==> config.mk <==
export PLATFORM = sky130hd
export DESIGN_NAME = bram_vec_adder
export DESIGN_NICKNAME = d
export VERILOG_FILES = /design/src/rtl/bram_pkg.sv /design/src/rtl/vec_add32.sv /design/src/rtl/bram_vec_adder.sv
export SDC_FILE = /design/constraint.sdc
export NUM_CORES = 1
export LEC_CHECK = 0
export ABC_AREA = 1
export CAP_MARGIN = 20
export CORE_ASPECT_RATIO = 1.2
export CORE_MARGIN = 4
export CORE_UTILIZATION = 40
export DETAILED_ROUTE_END_ITERATION = 10
export PLACE_DENSITY = 0.65
export SYNTH_ARGS = -nofsm -noshare
export SYNTH_HDL_FRONTEND = slang
export SYNTH_SLANG_ARGS = --single-unit
==> constraint.sdc <==
create_clock -name BRAM_CLK -period 1.8 [get_ports BRAM_CLK]
set_input_delay 0.27 -clock BRAM_CLK [delete_from_list [all_inputs] [get_ports BRAM_CLK]]
set_output_delay 0.27 -clock BRAM_CLK [all_outputs]
set_load 0.02 [all_outputs]
==> src/rtl/bram_pkg.sv <==
// Shared definitions for the BRAM vector adder: FSM encoding,
// word size and signed saturation limits.
package bram_pkg;

   typedef enum logic [2:0] {
      ST_IDLE,
      ST_RD_A,
      ST_RD_B,
      ST_CAPT,
      ST_WR,
      ST_DONE
   } state_t;

   localparam int          WORD_BYTES = 4;
   localparam logic [31:0] SAT_MAX    = 32'h7FFF_FFFF;
   localparam logic [31:0] SAT_MIN    = 32'h8000_0000;

endpackage

==> src/rtl/vec_add32.sv <==
// 32-bit element adder: modulo 2^32 by default, signed saturating
// when BRAM_VEC_SAT_EN is defined.
module vec_add32
   import bram_pkg::*;
(
   input  logic [31:0] a,
   input  logic [31:0] b,
   output logic [31:0] sum
);

   logic [31:0] raw;

   assign raw = a + b;

`ifdef BRAM_VEC_SAT_EN
   logic ovf;

   // Overflow only when both operands share a sign the result lacks
   assign ovf = (a[31] == b[31]) && (raw[31] != a[31]);
   assign sum = ovf ? (a[31] ? SAT_MIN : SAT_MAX) : raw;
`else
   assign sum = raw;
`endif

endmodule

==> src/rtl/bram_vec_adder.sv <==
// C[i] = A[i] + B[i] over a single BRAM port, 4 cycles per element.
// Define BRAM_VEC_SAT_EN for signed saturating addition.
module bram_vec_adder
   import bram_pkg::*;
#(
   parameter int BRAM_ADDR_WIDTH = 15,
   parameter int MAX_LEN_WIDTH   = 14
) (
   input  logic                       BRAM_CLK,
   input  logic                       BRAM_RST,
   input  logic                       start,
   input  logic [MAX_LEN_WIDTH-1:0]   len,
   input  logic [BRAM_ADDR_WIDTH-1:0] base_a,
   input  logic [BRAM_ADDR_WIDTH-1:0] base_b,
   input  logic [BRAM_ADDR_WIDTH-1:0] base_c,
   output logic [BRAM_ADDR_WIDTH-1:0] BRAM_ADDR,
   output logic [31:0]                BRAM_WRDATA,
   input  logic [31:0]                BRAM_RDDATA,
   output logic                       BRAM_EN,
   output logic [3:0]                 BRAM_WE,
   output logic                       busy,
   output logic                       done
);

   localparam logic [BRAM_ADDR_WIDTH-1:0] STEP =
      BRAM_ADDR_WIDTH'(WORD_BYTES);

   state_t                     state;
   state_t                     nstate;
   logic [BRAM_ADDR_WIDTH-1:0] a_ptr;
   logic [BRAM_ADDR_WIDTH-1:0] b_ptr;
   logic [BRAM_ADDR_WIDTH-1:0] c_ptr;
   logic [BRAM_ADDR_WIDTH-1:0] addr_q;
   logic [BRAM_ADDR_WIDTH-1:0] addr_d;
   logic [MAX_LEN_WIDTH-1:0]   rem_q;
   logic [31:0]                a_q;
   logic [31:0]                sum_q;
   logic [31:0]                sum_d;
   logic                       accept;
   logic                       en_d;
   logic [3:0]                 we_d;

   vec_add32 u_add (
      .a   (a_q),
      .b   (BRAM_RDDATA),
      .sum (sum_d)
   );

   assign accept = start && (state == ST_IDLE || state == ST_DONE);

   always_comb begin
      nstate = state;
      addr_d = addr_q;
      en_d   = 1'b0;
      we_d   = 4'h0;
      case (state)
         ST_IDLE, ST_DONE: begin
            if (start)
               nstate = (len != '0) ? ST_RD_A : ST_DONE;
         end
         ST_RD_A: begin
            addr_d = a_ptr;
            en_d   = 1'b1;
            nstate = ST_RD_B;
         end
         ST_RD_B: begin
            addr_d = b_ptr;
            en_d   = 1'b1;
            nstate = ST_CAPT;
         end
         ST_CAPT: nstate = ST_WR;
         ST_WR: begin
            addr_d = c_ptr;
            en_d   = 1'b1;
            we_d   = 4'hF;
            nstate = (rem_q == MAX_LEN_WIDTH'(1)) ? ST_DONE : ST_RD_A;
         end
         default: nstate = ST_IDLE;
      endcase
   end

   // Reset suppresses the port at once so an aborted write never lands
   assign BRAM_ADDR   = addr_d;
   assign BRAM_EN     = en_d & ~BRAM_RST;
   assign BRAM_WE     = BRAM_RST ? 4'h0 : we_d;
   assign BRAM_WRDATA = sum_q;
   assign busy        = (state == ST_RD_A) || (state == ST_RD_B) ||
                        (state == ST_CAPT) || (state == ST_WR);
   assign done        = (state == ST_DONE);

   always_ff @(posedge BRAM_CLK) begin
      if (BRAM_RST) begin
         state  <= ST_IDLE;
         addr_q <= '0;
         a_ptr  <= '0;
         b_ptr  <= '0;
         c_ptr  <= '0;
         rem_q  <= '0;
         a_q    <= '0;
         sum_q  <= '0;
      end else begin
         state  <= nstate;
         addr_q <= addr_d;
         if (accept) begin
            a_ptr <= {base_a[BRAM_ADDR_WIDTH-1:2], 2'b00};
            b_ptr <= {base_b[BRAM_ADDR_WIDTH-1:2], 2'b00};
            c_ptr <= {base_c[BRAM_ADDR_WIDTH-1:2], 2'b00};
            rem_q <= len;
         end
         if (state == ST_RD_B)
            a_q <= BRAM_RDDATA;
         if (state == ST_CAPT)
            sum_q <= sum_d;
         if (state == ST_WR) begin
            a_ptr <= a_ptr + STEP;
            b_ptr <= b_ptr + STEP;
            c_ptr <= c_ptr + STEP;
            rem_q <= rem_q - MAX_LEN_WIDTH'(1);
         end
      end
   end

endmodule

# Yosys cells after proc, flatten, opt, wreduce, memory -nomap -nowiden
# Index checks and enable logic that the tools add are counted.
[classes]
addsub = 5
mul = 0
div_mod_pow = 0
magnitude_cmp = 0
eq_ne = 7
shifts = 0
muxes = 16
bitwise_logic = 2
reduce_logical = 10
[ops]
columns = ["cell", "n"]
rows = [
  ["$mux W15", 6],
  ["$add A15 B3 Y15 const B", 3],
  ["$pmux W15 S3", 1],
  ["$add A32 B32 Y32", 1],
  ["$mux W14", 2],
  ["$pmux W3 S5", 1],
  ["$eq A14 B1 Y1 const B", 1],
  ["$reduce_bool A14 Y1", 1],
  ["$sub A14 B1 Y14 const B", 1],
  ["$mux W3", 3],
  ["$mux W4", 2],
  ["$eq A3 B2 Y1 const B", 2],
  ["$eq A3 B3 Y1 const B", 2],
  ["$logic_or A1 B1 Y1", 4],
  ["$eq A3 B1 Y1 const B", 1],
  ["$logic_not A3 Y1", 1],
  ["$reduce_or A3 Y1", 1],
  ["$ne A2 B2 Y1 const B", 1],
  ["$reduce_bool A2 Y1", 1],
  ["$reduce_or A2 Y1", 1],
  ["$and A1 B1 Y1", 1],
  ["$logic_and A1 B1 Y1", 1],
  ["$mux W1", 1],
  ["$not A1 Y1", 1],
]
[word_totals]
reg_bits = 141
latch_bits = 0
mem_bits_rw = 0
rom_bits = 0
input_bits = 94
out_inout_bits = 54
memories = 0

# Depth between registers and ports, before layout
# Gate-level depths: netlist (run 1).
[depth]
depth_word = 5
mapped_depth = 15
depth_no_buf = 15

# Modules after synthesis
# A second synthesis (run 1) with hierarchy kept.
[unflattened]
cells_unflattened = 1490
hier_area_um2 = 8911.0
[by_module_without_submodules]
columns = ["module", "n_inst", "cells_each", "area_per_inst_um2", "seq_area_each_um2"]
rows = [
  ["bram_vec_adder", 1, 996, 6526.3, 2702.6],
  ["vec_add32", 1, 494, 2384.8, 0.0],
]

# Least setup slack after synthesis (run 1)
# OpenSTA, ideal clock, no wires.
[synth_timing]
path_type = "reg2reg"
from = "register a_q[0]"
to = "register sum_q[20], in the netlist BRAM_WRDATA[20]"
arrival_time_ps = 1654
required_ps = 1691
setup_slack_ps = 37
path_stages_with_launch = 13
path_cell_list = "dfxtp_1 ha_1 fa_1 nand3_1 nand3_1 nand3_1 nand3_1 nand3_1 nand2_1 nand2_1 nand3_1 nand2_1 inv_1"
[synth_via]
elab_chain_cells = 1
[synth_rtl]
columns = ["item", "line_no", "source"]
rows = [
  ["start: declaration", "bram_vec_adder.sv:36", "logic [31:0] a_q;"],
  ["start signal: assignment", "bram_vec_adder.sv:99", "a_q <= '0;"],
  ["start signal: assignment", "bram_vec_adder.sv:111", "a_q <= BRAM_RDDATA;"],
  ["$add A32 B32 Y32", "vec_add32.sv:13", "assign raw = a + b;"],
  ["end signal: assignment", "bram_vec_adder.sv:113", "sum_q <= sum_d;"],
  ["end: declaration", "bram_vec_adder.sv:37", "logic [31:0] sum_q;"],
]
# Every way passes these cells.
# A chain may end at the register's enable or synchronous reset.

# Worst setup path after layout (run 1)
[layout_timing]
from = "register state[1]"
to = "output port BRAM_ADDR[4]"
[layout_via]
elab_chain_cells = 2
word_cells_on_any_way = 4
classes_between = "eq/ne: 3; mux: 1"
[layout_rtl]
columns = ["item", "line_no", "source"]
rows = [
  ["start: declaration", "bram_vec_adder.sv:28", "state_t state;"],
  ["start signal: assignment", "bram_vec_adder.sv:102", "state <= nstate;"],
  ["$eq A3 B3 Y1, or another cell as far along", "bram_vec_adder.sv:56", "case (state)"],
  ["$pmux W15 S3 (*)", "bram_vec_adder.sv:56", ""],
  ["end: declaration", "bram_vec_adder.sv:16", "output logic [BRAM_ADDR_WIDTH-1:0] BRAM_ADDR,"],
]
# Every way passes the cells marked *; elsewhere a longest branch is shown, timed or not.

==> out/results.ini, run 1 <==
[die]
rows = 58
die_h_um = 169
die_area_mm2 = 0.0241
io_pins = 148
die_x_um = 142
core_area_mm2 = 0.0211
start_util_pct = 41.0

[layout]
fin_cells = 1939
num_antenna_cells = 0
fin_util_pct = 59.4
drive_gt1_share_pct = 21.7
syn_to_final_growth_pct = 45.0
fin_nets = 1787
fillers = 1955
stdcell_area_mm2 = 0.0125

[global_route]
grt_pass1_vias = 9138
grt_pass1_wl_mm = 44.9
grt_usage_pct = 23.2
grt_antenna_before_repair = 1
grt_remaining_overflow = 0
grt_max_degree = 69

[placement]
io_buffers = 141
dp_hpwl_mm = 21.0
dpl.cell_count = 1903
placed_cell_area_mm2 = 0.0112
routabilityCongestion = 0.949

[timing]
skew_ps = 11.1
setup_violations = 21
finalCriticalPeriod_ps = 2080
rsz0062_at_grt = true
slew_headroom_pct = 54.8
clock.fmax_mhz = 480
fin_hold_ws_ps = 113
setup_slack_ps = -282
final-hold-violation-count = 0
tightest_slew_ps = 677
slew_viol_final = 0
fin_crit_sh_pct = 116

[power_and_ir_drop]
ir_worst_vdd_uv = 749
p_total_w = 0.0117
p_leak_nw = 6.00
power.density_mw_per_mm2 = 933

[critical_path]
crit_fanout = 4
startpoint_type = register
crit_chain = inv_4 > nor3_4 > inv_2 > buf_12 > o22ai_1 > a21oi_2 > nand2_2 > buf_6
crit_path_top_delay_cell = dfxtp_4
cp.required_ps = 1530
cp-end-kind = output port
slowest_delay_ps = 370
crit_arrival_ps = 1810
cp.buffers_inverters = 4
critPathTopFamily = buffers and inverters
path_class = reg -> out

[clocking]
cts_buffer_depth = 2
path_clk_slew_ps = 60
cts_tree = yes
cts-root-buf = clkbuf_16
cts_buffers = 17
clock_latency_ps = 440
htreeDepth = 4
clock-sinks = 135

[route]
viasPerCell = 5.07
dr.pass1.iters = 6
dr.first_iter.drc_count = 580
postRouteAntennaNets = 0
vias = 9824
wl_per_cell_um = 14.8
drc = 0
wirelength_mm = 28.8

[yosys]
ys_ff_latch = 135
synth_fp_nets = 1555
syn_area_mm2 = 0.00865
synthCells = 1424
synthDistinctLibCells = 37
synth.top_cells.by_count = 373 x nand2_1, 225 x nor2_1, 205 x inv_1, 135 x dfxtp_1, 107 x o21ai_0
synth_edf_count = 0
yosysTopAreaCellShare_pct = 31.2
yosys.area.top_type = dfxtp_1
yosysWarnings = 0
async_flop_share_pct = 0
synth_flop_cell = dfxtp_1
ys_seq_area_share_pct = 31.2
avgSynthCellArea_um2 = 6.08
ys_top_cells_by_area = dfxtp_1 31%, nand2_1 16%, nor2_1 9.8%
yosys.cell_count.top_type = nand2_1

[run_status]
run_status = finished with violations
violations = setup timing

[min_path]
hold_class = in -> reg

[job]
max-cap-violations = 0

==> flip-flops by register name, indices dropped and copies added, names as in the netlist <==
register     count
BRAM_WRDATA     32
a_ptr           13
a_q             32
addr_q          15
b_ptr           13
c_ptr           13
rem_q           14
state            3
==> where the power goes <==
| part | internal, W | switching (W) |
|---|---|---|
| clock | 0.00182 | 0.00157 |
| combinational | 0.00204 | 0.00257 |
| sequential | 0.00338 | 0.000316 |
==> worst reg2reg max path, cell delays in order, from the launching register on <==
cell     delay [ps]
dfxtp_2         350
nor2_2          150
nand2_2         130
inv_2            90
buf_4           330
nand2_1         150
or2_2           290
a31oi_1         160
==> cell families (layout without fill, tap and decap cells) <==
logic type / count (synthesis) / in the layout / share of synthesized area (%)
AND/OR/NAND/NOR: 726 / 726 / 33.8
buffers and inverters: 264 / 509 / 11.8
AO/OA/AOI/OAI: 241 / 241 / 15.6
flip-flops: 135 / 135 / 31.2
adder cells (fa/ha/maj): 37 / 37 / 5.44
XOR/XNOR: 21 / 21 / 2.13
==> path summary, 6_finish.rpt <==
check | start | slack, ps | depth (start not counted) | endpoint
setup reg to reg | state[0] | 80 | 7 | rem_q[2]
hold / removal | BRAM_RST | 110 | 2 | addr_q[4]
setup / recovery | state[1] | -280 | 8 | BRAM_ADDR[4]
hold reg to reg | addr_q[1] | 440 | 2 | addr_q[1]
==> what timing repair did <==
action / in CTS / in global routing
resized for setup: 168 / 155
pin swaps: 5 / 25
hold buffers: 0 / 0
setup buffers: 4 / 2
endpoints found under the setup margin: 45 / 65
==> layer usage <==
| metal | GRT usage [%] | share of wire (%) |
|---|---|---|
| met1 | 27.4 | 41 |
| met2 | 41.6 | 50 |
| met3 | 4.10 | 5.4 |
| met4 | 8.31 | 3.3 |
| met5 | 0 | 0.045 |
==> cells in the final DEF (no fill, tap or decap), types with 17 or more instances in the layout <==
master and count:
nand2_1 322, ha_4 19, clkbuf_16 17, dfxtp_1 116, a21oi_1 57, o21ai_0 105
dfxtp_2 17, nor2_2 26, nor2_1 197, nand2_2 51, nand4_1 17, inv_1 198
clkdlybuf4s50_1 106, buf_4 115, nand3_1 71
==> through the flow <==
stage	worst slack, ps	setup TNS, ps
after floorplan	36.9	0
after global placement	-554	-17530
after detailed placement	-597	-18710
after CTS	-293	-5700
after global routing	-373	-7140
final	-282	-5120
==> layout make-up <==
| cell class | count | area, um2 | area share, % |
|---|---|---|---|
| clock inverters | 15 | 136 | 1.09 |
| flip-flops and latches | 135 | 2730 | 21.8 |
| repair buffers | 263 | 2460 | 19.6 |
| clock buffers | 17 | 425 | 3.39 |
| multi-input cells | 1025 | 5650 | 45.0 |
| inverters | 214 | 811 | 6.46 |
| well taps | 270 | 338 | 2.69 |
Note: power is estimated with default switching activity, not from simulation.
==> inputs of run 2 (changes only) <==
- GPL_ROUTABILITY_DRIVEN: not set -> 0
- PLACE_DENSITY: 0.65 -> 0.74
==> run 2 against run 1 <==
The flow still finishes with violations (setup timing). Clock power hardly changed. Critical path depth did not move. Total power up 2.1%. Sequential power hardly changed. Fmax up 0.86%. Combinational power grew 4%. Utilization is 1.5 points higher. Critical path type unchanged.
==> out/results.ini, run 2 (synthesis results as in run 1) <==
[layout]
mostFrequentLayoutCell = nand2_1  ; unchanged
fin_nets = 1801  ; was 1787
num_antenna_cells = 0  ; unchanged
final_cell_mix = 336 x nand2_1, 198 x inv_1, 191 x nor2_1  ; was 322 x nand2_1, 198 x inv_1, 197 x nor2_1
fillers = 1872  ; was 1955
drive_gt1_share_pct = 22.1  ; was 21.7%
fin_util_pct = 60.9  ; was 59.4%
syn_to_final_growth_pct = 48.7  ; was 45.0%
fin_cells = 1953  ; was 1939

[route]
postRouteAntennaNets = 0  ; unchanged
wirelength_mm = 31.0  ; was 28.8 mm
dr.first_iter.drc_count = 958  ; was 580
viasPerCell = 5.30  ; was 5.07
drc = 0  ; unchanged
vias = 10300  ; was 9824
dr.pass1.iters = 7  ; was 6
wl_per_cell_um = 15.9  ; was 14.8 um

[global_route]
grt_max_degree = 69  ; unchanged
grt_antenna_before_repair = 0  ; was 1
grt_pass1_vias = 9668  ; was 9138
grt_remaining_overflow = 0  ; unchanged
grt_usage_pct = 23.5  ; was 23.2%
grt_pass1_wl_mm = 46.2  ; was 44.9 mm

[clocking]
clock-sinks = 135  ; unchanged
cts_buffers = 17  ; unchanged
clock_latency_ps = 430  ; was 440 ps
cts-root-buf = clkbuf_16  ; unchanged
htreeDepth = 4  ; unchanged
path_clk_slew_ps = 70  ; was 60 ps
cts_buffer_depth = 2  ; unchanged
cts_tree = yes  ; unchanged

[critical_path]
crit_fanout = 6  ; was 4
cp.buffers_inverters = 4  ; unchanged
r2r_start = state[0]  ; unchanged
reg2reg_depth = 12  ; was 7
r2r-end = addr_q[8]  ; was rem_q[2]
crit_arrival_ps = 1790  ; was 1810 ps
path_class = reg -> out  ; unchanged
cp-startpoint = state[2]  ; was state[1]
crit_chain = buf_6 > nand2_8 > buf_6 > nor2_2 > a221oi_2 > buf_4 > nand2_2 > buf_6  ; was inv_4 > nor3_4 > inv_2 > buf_12 > o22ai_1 > a21oi_2 > nand2_2 > buf_6
crit_path_top_delay_cell = dfxtp_4  ; unchanged
r2r_slack_ps = -160  ; was 80 ps
startpoint_type = register  ; unchanged
slowest_delay_ps = 370  ; about the same
cp-end-kind = output port  ; unchanged
cp.required_ps = 1530  ; about the same
critPathTopFamily = buffers and inverters  ; unchanged
cp-endpoint = BRAM_ADDR[13]  ; was BRAM_ADDR[4]
cp.depth = 8  ; unchanged
cpMostUsedCell = buf_6

[timing]
slew_viol_final = 0  ; unchanged
finalCriticalPeriod_ps = 2060  ; was 2080 ps
fin_crit_sh_pct = 115  ; was 116%
tightest_slew_ps = 677  ; about the same
rsz0062_at_grt = true  ; unchanged
setup_slack_ps = -264  ; was -282 ps
setup_violations = 25  ; was 21
skew_ps = 11.8  ; was 11.1 ps
clock.fmax_mhz = 484  ; was 480 MHz
final-hold-violation-count = 0  ; unchanged
slew_headroom_pct = 54.9  ; was 54.8%

[placement]
dp_hpwl_mm = 20.7  ; was 21.0 mm
io_buffers = 141  ; unchanged
pre_cts_slack_ps = -563  ; was -597 ps
dpl.cell_count = 1893  ; was 1903

[power_and_ir_drop]
ir_worst_vdd_uv = 775  ; was 749 uV
power.density_mw_per_mm2 = 929  ; was 933 mW/mm2
p_leak_nw = 6.12  ; was 6.00 nW

[die]
io_pins = 148  ; unchanged
core_area_mm2 = 0.0211  ; unchanged
start_util_pct = 41.0  ; unchanged
die_x_um = 142  ; unchanged
die_area_mm2 = 0.0241  ; unchanged
die_h_um = 169  ; unchanged
rows = 58  ; unchanged

[job]
max-cap-violations = 0  ; unchanged

[run_status]
run_status = finished with violations  ; unchanged
violations = setup timing  ; unchanged

[min_path]
hold_class = in -> reg  ; unchanged

==> run 2: per-stage QoR <==
step                hold slack (ps)  TNS [ps]  power, W  instance area [um2]
CTS                             345     -3610    0.0113                12000
finish                          175     -3250    0.0120                12900
detailed placement              441    -17810   0.00765                11100
global route                    206     -5780    0.0126                12900
global placement                438    -16190   0.00759                11100
floorplan                       405         0   0.00595                 8650
==> run 2: layout make-up <==
class,count,area [um2],share of cell area (%)
Clock buffer,17,425,3.31
Clock inverter,15,140,1.09
Inverter,214,821,6.38
Multi-Input combinational cell,1025,5740,44.6
Sequential cell,135,2730,21.2
Tap cell,270,338,2.63
Timing Repair Buffer,277,2680,20.8
==> run 2: routing by layer <==
metal	vias up	share of wire (%)	GRT usage (%)
li1	5040	-	-
met1	4741	38	28.0
met2	469	50	41.1
met3	93	7.6	3.90
met4	0	4.5	10.6
met5	-	0	0
==> run 2: worst min path at each step <==
stage | startpoint | to | slack (ps) | depth (start not counted)
2_1_floorplan | BRAM_RDDATA[31] | a_q[31] | 400 | 2
3_3_place_gp | addr_q[0] | addr_q[0] | 440 | 2
3_5_place_dp | addr_q[1] | addr_q[1] | 440 | 2
4_1_cts | BRAM_RST | a_ptr[6] | 340 | 3
5_1_grt | BRAM_RDDATA[5] | a_q[5] | 210 | 3
6_report | BRAM_RDDATA[9] | a_q[9] | 180 | 3
==> run 2: tightest hold or removal path: stages <==
cell and delay, ps:
dlymetal6s2s_1 150, nor2_1 70, nor2_1 80
==> run 2: power by group <==
part / internal [W] / switching, W
Clock: 0.00192 / 0.00150
Combinational: 0.00211 / 0.00271
Sequential: 0.00338 / 0.000339
==> run 2: what timing repair did <==
action                                  4_1_cts  5_1_grt
pin swaps                                     8       21
gates resized for setup                     174      181
cloned                                        0        4
endpoints found under the hold margin         0        0
buffers inserted                             16       11
hold buffers                                  0        0
endpoints found under the setup margin       42       77
